[config.mk]
export PLATFORM = sky130hd
export DESIGN_NAME = pwm_multi_gen
export DESIGN_NICKNAME = d
export VERILOG_FILES = /design/src/rtl/pwm_multi_gen.sv
export SDC_FILE = /design/constraint.sdc
export NUM_CORES = 1
export LEC_CHECK = 0
export CAP_MARGIN = 30
export CORE_MARGIN = 4
export CORE_UTILIZATION = 45
export CTS_BUF_LIST = sky130_fd_sc_hd__clkbuf_8 sky130_fd_sc_hd__clkbuf_16
export DETAILED_ROUTE_END_ITERATION = 8
export SYNTH_ARGS = -nofsm -noshare
export SYNTH_HDL_FRONTEND = slang
export SYNTH_SLANG_ARGS = --single-unit
[constraint.sdc]
create_clock -name clk -period 2.7 [get_ports clk]
set_input_delay 0.405 -clock clk [delete_from_list [all_inputs] [get_ports clk]]
set_output_delay 0.405 -clock clk [all_outputs]
set_load 0.005 [all_outputs]
[src/rtl/pwm_multi_gen.sv]
// rtl/pwm_multi_gen.sv - multi-channel PWM generator with shared period counter and double-buffered duty
//
// Ports:
//   clk          clock
//   rst_n        synchronous active-low reset
//   en           run enable; while low the generator idles and reloads settings every cycle
//   mode         0 = edge-aligned, 1 = center-aligned (taken at period boundary)
//   period       period value P (taken at period boundary)
//   wr_en        duty write strobe
//   wr_ch        channel index for the duty write (out-of-range indices are ignored)
//   wr_duty      duty value written to the channel's shadow register
//   inv          per-channel output polarity invert
//   pwm_out      registered PWM outputs, one per channel
//   cycle_start  high in the first cycle (cnt == 0) of every PWM period
module pwm_multi_gen #(
    parameter int CH    = 4,
    parameter int CNT_W = 8
) (
    input  logic                                 clk,
    input  logic                                 rst_n,
    input  logic                                 en,
    input  logic                                 mode,
    input  logic [CNT_W-1:0]                     period,
    input  logic                                 wr_en,
    input  logic [((CH > 1) ? $clog2(CH) : 1)-1:0] wr_ch,
    input  logic [CNT_W-1:0]                     wr_duty,
    input  logic [CH-1:0]                        inv,
    output logic [CH-1:0]                        pwm_out,
    output logic                                 cycle_start
);

    localparam logic [CNT_W-1:0] ONE = CNT_W'(1);

    logic [CNT_W-1:0] cnt;
    logic [CNT_W-1:0] p_act;
    logic             dir;       // 0 = counting up, 1 = counting down
    logic             m_act;
    logic             start_q;
    logic             boundary;
    logic [CH-1:0]    hit;
    logic [CNT_W-1:0] shadow [CH];
    logic [CNT_W-1:0] active [CH];

    // Last cycle of the current period. While disabled every cycle counts as
    // a boundary so the settings stay fresh for the moment en rises.
    always_comb begin
        boundary = 1'b0;
        if (!en || p_act == '0) begin
            boundary = 1'b1;
        end else if (!m_act) begin
            boundary = (cnt == p_act);
        end else begin
            boundary = (dir && cnt == ONE) || (p_act == ONE && cnt == p_act);
        end
    end

    always_comb begin
        hit = '0;
        for (int i = 0; i < CH; i++) begin
            hit[i] = wr_en && (int'(wr_ch) == i);
        end
    end

    always_ff @(posedge clk) begin
        if (!rst_n) begin
            cnt     <= '0;
            dir     <= 1'b0;
            p_act   <= '0;
            m_act   <= 1'b0;
            pwm_out <= '0;
            start_q <= 1'b0;
            for (int i = 0; i < CH; i++) begin
                shadow[i] <= '0;
                active[i] <= '0;
            end
        end else begin
            for (int i = 0; i < CH; i++) begin
                pwm_out[i] <= en ? ((cnt < active[i]) ^ inv[i]) : inv[i];
                if (hit[i]) begin
                    shadow[i] <= wr_duty;
                end
                // A write landing on the boundary bypasses the shadow so it
                // is not lost for a whole period.
                if (boundary) begin
                    active[i] <= hit[i] ? wr_duty : shadow[i];
                end
            end

            start_q <= boundary;

            if (boundary) begin
                cnt   <= '0;
                dir   <= 1'b0;
                p_act <= period;
                m_act <= mode;
            end else if (!m_act) begin
                cnt <= cnt + ONE;
            end else if (!dir) begin
                if (cnt == p_act) begin
                    dir <= 1'b1;
                    cnt <= cnt - ONE;
                end else begin
                    cnt <= cnt + ONE;
                end
            end else begin
                cnt <= cnt - ONE;
            end
        end
    end

    // The start flag is gated by en so it stays quiet while idle yet still
    // marks the first cycle after en rises.
    assign cycle_start = start_q & en;

endmodule

## Word-level counts from Yosys, hierarchy flattened

Memories as Yosys holds them, arrays and structs flattened.
Cells that the tools add are included.

| storage, ports and cells | value |
|---|---|
| output and inout bits | 5 |
| bits of input ports | 27 |
| word-level logic and storage cells | 85 |
| register bits after elaboration | 23 |
| bits in writable memories | 64 |
| memories | 2 |

Memory list:

| memory | depth | width | rd ports | clocked after Yosys merged registers in | wr ports | line | RTL |
|---|---|---|---|---|---|---|---|
| active | 4 | 8 | 4 | 0 | 4 | 42 | `logic [CNT_W-1:0] active [CH];` |
| shadow | 4 | 8 | 4 | 0 | 4 | 41 | `logic [CNT_W-1:0] shadow [CH];` |

| cells by class | value |
|---|---|
| equality and inequality tests | 6 |
| multiplexer cells | 39 |
| add/subtract/negate cells | 2 |
| bitwise gates (word level) | 14 |
| reduce and logical (&&, ||, !) cells | 12 |
| $lt $le $gt $ge | 4 |

Operator list:

| cell | number |
|---|---|
| 8-bit 2-to-1 mux | 15 |
| 8-bit < comparator | 4 |
| 1-bit 2-to-1 mux | 24 |
| 8-bit by 1-bit == test with 1-bit output (second input constant) | 2 |
| 8-bit by 1-bit adder with 8-bit output (second input constant) | 1 |
| 8-bit == test | 1 |
| 8-bit zero test | 1 |
| 1-bit OR | 8 |
| 8-bit by 1-bit subtractor with 8-bit output (second input constant) | 1 |
| 1-bit logical AND | 6 |
| 2-bit == test (second input constant) | 2 |
| 1-bit XOR | 4 |
| 2-bit by 1-bit == test with 1-bit output (second input constant) | 1 |
| 2-bit zero test | 1 |
| 1-bit logical OR | 2 |
| 2-bit OR reduction | 1 |
| 1-bit bitwise AND | 1 |
| 1-bit zero test | 1 |
| 1-bit NOT | 1 |

## Longest topological paths before layout

| logic depth | value |
|---|---|
| word-level depth | 9 |
| mapped depth | 9 |
| depth with buffers taken out | 7 |

## Worst setup path before layout

No wires, ideal clock.

| timing | value |
|---|---|
| path kind | register to register |
| from | reg cnt[2] |
| to | mem active[0][0], enable pin |
| required time | 2,321 ps |
| data arrival time | 1,818 ps |
| cell stages (with the launch flop) | 7 |
| path slack | 503 ps |
| cell sequence | dfxtp_1 > buf_2 > or3_4 > o41ai_2 > a21oi_1 > buf_6 > nand2_2 |

RTL lines:

| element | line | RTL |
|---|---|---|
| start, declared | 34 | `logic [CNT_W-1:0] cnt;` |
| start signal, assigned | 97 | `cnt <= cnt + ONE;` |
| start signal, assigned | 101 | `cnt <= cnt - ONE;` |
| start signal, assigned | 103 | `cnt <= cnt + ONE;` |
| end, declared | 42 |  |

==> flow_metrics.tcl <==
set metrics [dict create \
    status "finished, final reports clean" \
    skew_ps 10.5 \
    crit_path_top_delay_cell "dfxtp_1" \
    fin_cells 625 \
    n_fill_cell 967 \
    path_buf_inv 1 \
    drc 0 \
    max_freq_ghz 0.456 \
    critPathMaxStageDelay_ps 560 \
    cts_tree "yes" \
    globalplace.congestion 0.840 \
    grt_pass1_wl_um 16400 \
    nNetsFinal 543 \
    cts.path.max_buffers 2 \
    final_max_slew_viol_count 0 \
    first_pass_iters 4 \
    place_inst 610 \
    arrival_ps 2300 \
    grt_start_max_net_pins 33 \
    fp.dieH_um 111 \
    slew-limit-headroom_pct 66.4 \
    pin_count 32 \
    fin_crit_ps 2190 \
    synth_edf_count 64 \
    yosysSeqAreaShare_pct 50.0 \
    start_util_pct 46.1 \
    num_rows 37 \
    rsz0062_at_grt "false" \
    diodes 0 \
    gr-usage-all-layers_pct 16.6 \
    setup_viol 0 \
    hold_viol_final 0 \
    drtAntennaViolNets 0 \
    hpwl_um 6760 \
    maxCapViolCount 0 \
    path_delay_family "simple AND/OR/NAND/NOR gates" \
    yosys_warnings 0 \
    syn_inst 454 \
    clock-sinks 87 \
    dieArea_um2 12300 \
    hp-class "flip-flop to flip-flop" \
    tns_ps 0 \
    final_util_pct 52.1 \
    synth_area_um2 4760 \
    antenna_found_initial 0 \
    ctsResizeCount 0 \
    clk_pin_slew_worst_paths_ps 90 \
    end_kind "flip-flop" \
    max-vdd-ir-drop_mv 0.214 \
    p_leak_nw 2.24 \
    drive_gt1_share_pct 14.7 \
    first_iter_violations 161 \
    cts-root-buf "clkbuf_8" \
    htreeDepth 3 \
    crit_type "flip-flop to flip-flop" \
    globalRouteOverflowTotal 0 \
    synthFlopType "edfxtp_1" \
    numPortBuffers 31 \
    chipWidth_um 111 \
    p_per_area_nw_per_um2 588 \
    core_area_um2 10300 \
    yosys.cell_types.count 45 \
    crit_fanout 19 \
    num_vias 3237 \
    yosys_register_bits 87 \
    wire_per_inst_um 15.7 \
    synth_area_per_cell_um2 10.5 \
    cp-start-kind "flip-flop" \
    cp.required_ps 2810 \
    tightest_slew_ps 504 \
    synthToLayoutAreaGrowth_pct 13.0 \
    vias_per_cell 5.18 \
    cts_buffers 9 \
    clk_latency_ps 360 \
    postCtsSetupBuffers 0 \
    async_flop_share_pct 0 \
    grt_pass1_vias 3173 \
    drt_wl_total_um 9810 \
    hold_buffers 0 \
    path_cells "xnor2_1 -> nand4_1 -> o22ai_1 -> a21oi_1 -> nand2b_4 -> buf_12 -> nor2_4" \
    period_share_pct 81.2 \
    syn-num-nets 512 \
]
-- cell type report --
cell class / instances / area [µm²] / area share (%)
Clock buffer: 9 / 124 / 2.30
Clock inverter: 6 / 32.5 / 0.604
Inverter: 32 / 120 / 2.23
Multi-Input combinational cell: 309 / 2110 / 39.2
Sequential cell: 87 / 2380 / 44.3
Tap cell: 136 / 170 / 3.16
Timing Repair Buffer: 46 / 443 / 8.23
-- synth_stat cells, types with 8 or more instances --
cell	n	area [µm²]
nand2_1	70	263
a21oi_1	16	80.1
xnor2_1	8	70.1
clkbuf_1	15	56.3
dfxtp_1	23	460
nor2_1	16	60.1
edfxtp_1	64	1920
mux2i_1	8	80.1
nand2b_1	9	56.3
nor3_1	9	45.0
o21ai_0	10	50.1
inv_1	32	120
a21oi_2	21	184
and3_1	42	263
a31o_2	9	78.8
ha_1	31	388
-- routing by layer --
layer	global-route usage, %	vias up	share of wire [%]
met1	22.2	1501	48
met3	3.06	15	3.6
met5	0	-	0
li1	-	1659	-
met2	26.5	62	47
met4	6.81	0	2.0
-- registers in the layout, indices dropped and copies added, names as in the netlist --
signal,count
start_q,1
pwm_out,4
shadow,32
cnt,8
m_act,1
dir,1
active,32
p_act,8
-- layout by cell type, fill, tap and decap left out, types with 7 or more instances in the layout --
cell type and instances:
o21ai_0 10, inv_1 35, clkbuf_8 9, dfxtp_1 23, mux2i_1 8, nand2_1 70, and3_1 42, clkdlybuf4s50_1 30
a21oi_1 16, nand2b_1 9, xnor2_1 8, ha_1 31, a31o_2 9, nor3_1 9, nor2_1 16, buf_4 13
nor2_4 7, edfxtp_1 64, a21oi_2 21
-- cells by family (layout without fill, tap and decap cells) --
family | after synthesis | in the layout | share of synthesized area, %
adder cells (fa/ha/maj) | 31 | 31 | 8.14
multiplexers | 8 | 8 | 1.68
buffers and inverters | 58 | 93 | 5.75
AND/OR/NAND/NOR | 182 | 182 | 20.5
AO/OA/AOI/OAI | 75 | 75 | 11.5
XOR/XNOR | 13 | 13 | 2.39
flip-flops | 87 | 87 | 50.0
-- worst register-to-register path: stages (launching register included) --
cell and delay [ps]:
dfxtp_1 560, xnor2_1 120, nand4_1 150, o22ai_1 100
a21oi_1 330, nand2b_4 400, buf_12 230, nor2_4 60
-- report_power, final --
part / internal (W) / switching [W]
clock network: 0.000320 / 0.000456
logic: 0.000300 / 0.000389
registers: 0.00162 / 0.0000783
total: 0.00224 / 0.000923
-- stage by stage --
step | area, µm² | power [W] | hold slack (ps) | worst slack, ps
CTS | 5380 | 0.00320 | 500 | 504
global route | 5380 | 0.00336 | 554 | 326
detailed placement | 5230 | 0.00242 | 482 | 466
finish | 5380 | 0.00317 | 498 | 509
global placement | 5230 | 0.00241 | 481 | 485
floorplan | 4760 | 0.00222 | 453 | 503
-- worst paths after layout --
check / from / end / slack (ps) / cells past startpoint
min: dir / dir / 500 / 2
max reg2reg: cnt[6] / active[0][1] / 510 / 7
min reg2reg: dir / dir / 500 / 2
max: cnt[6] / active[0][1] / 510 / 7
Note: power is estimated with default switching activity, not from simulation.
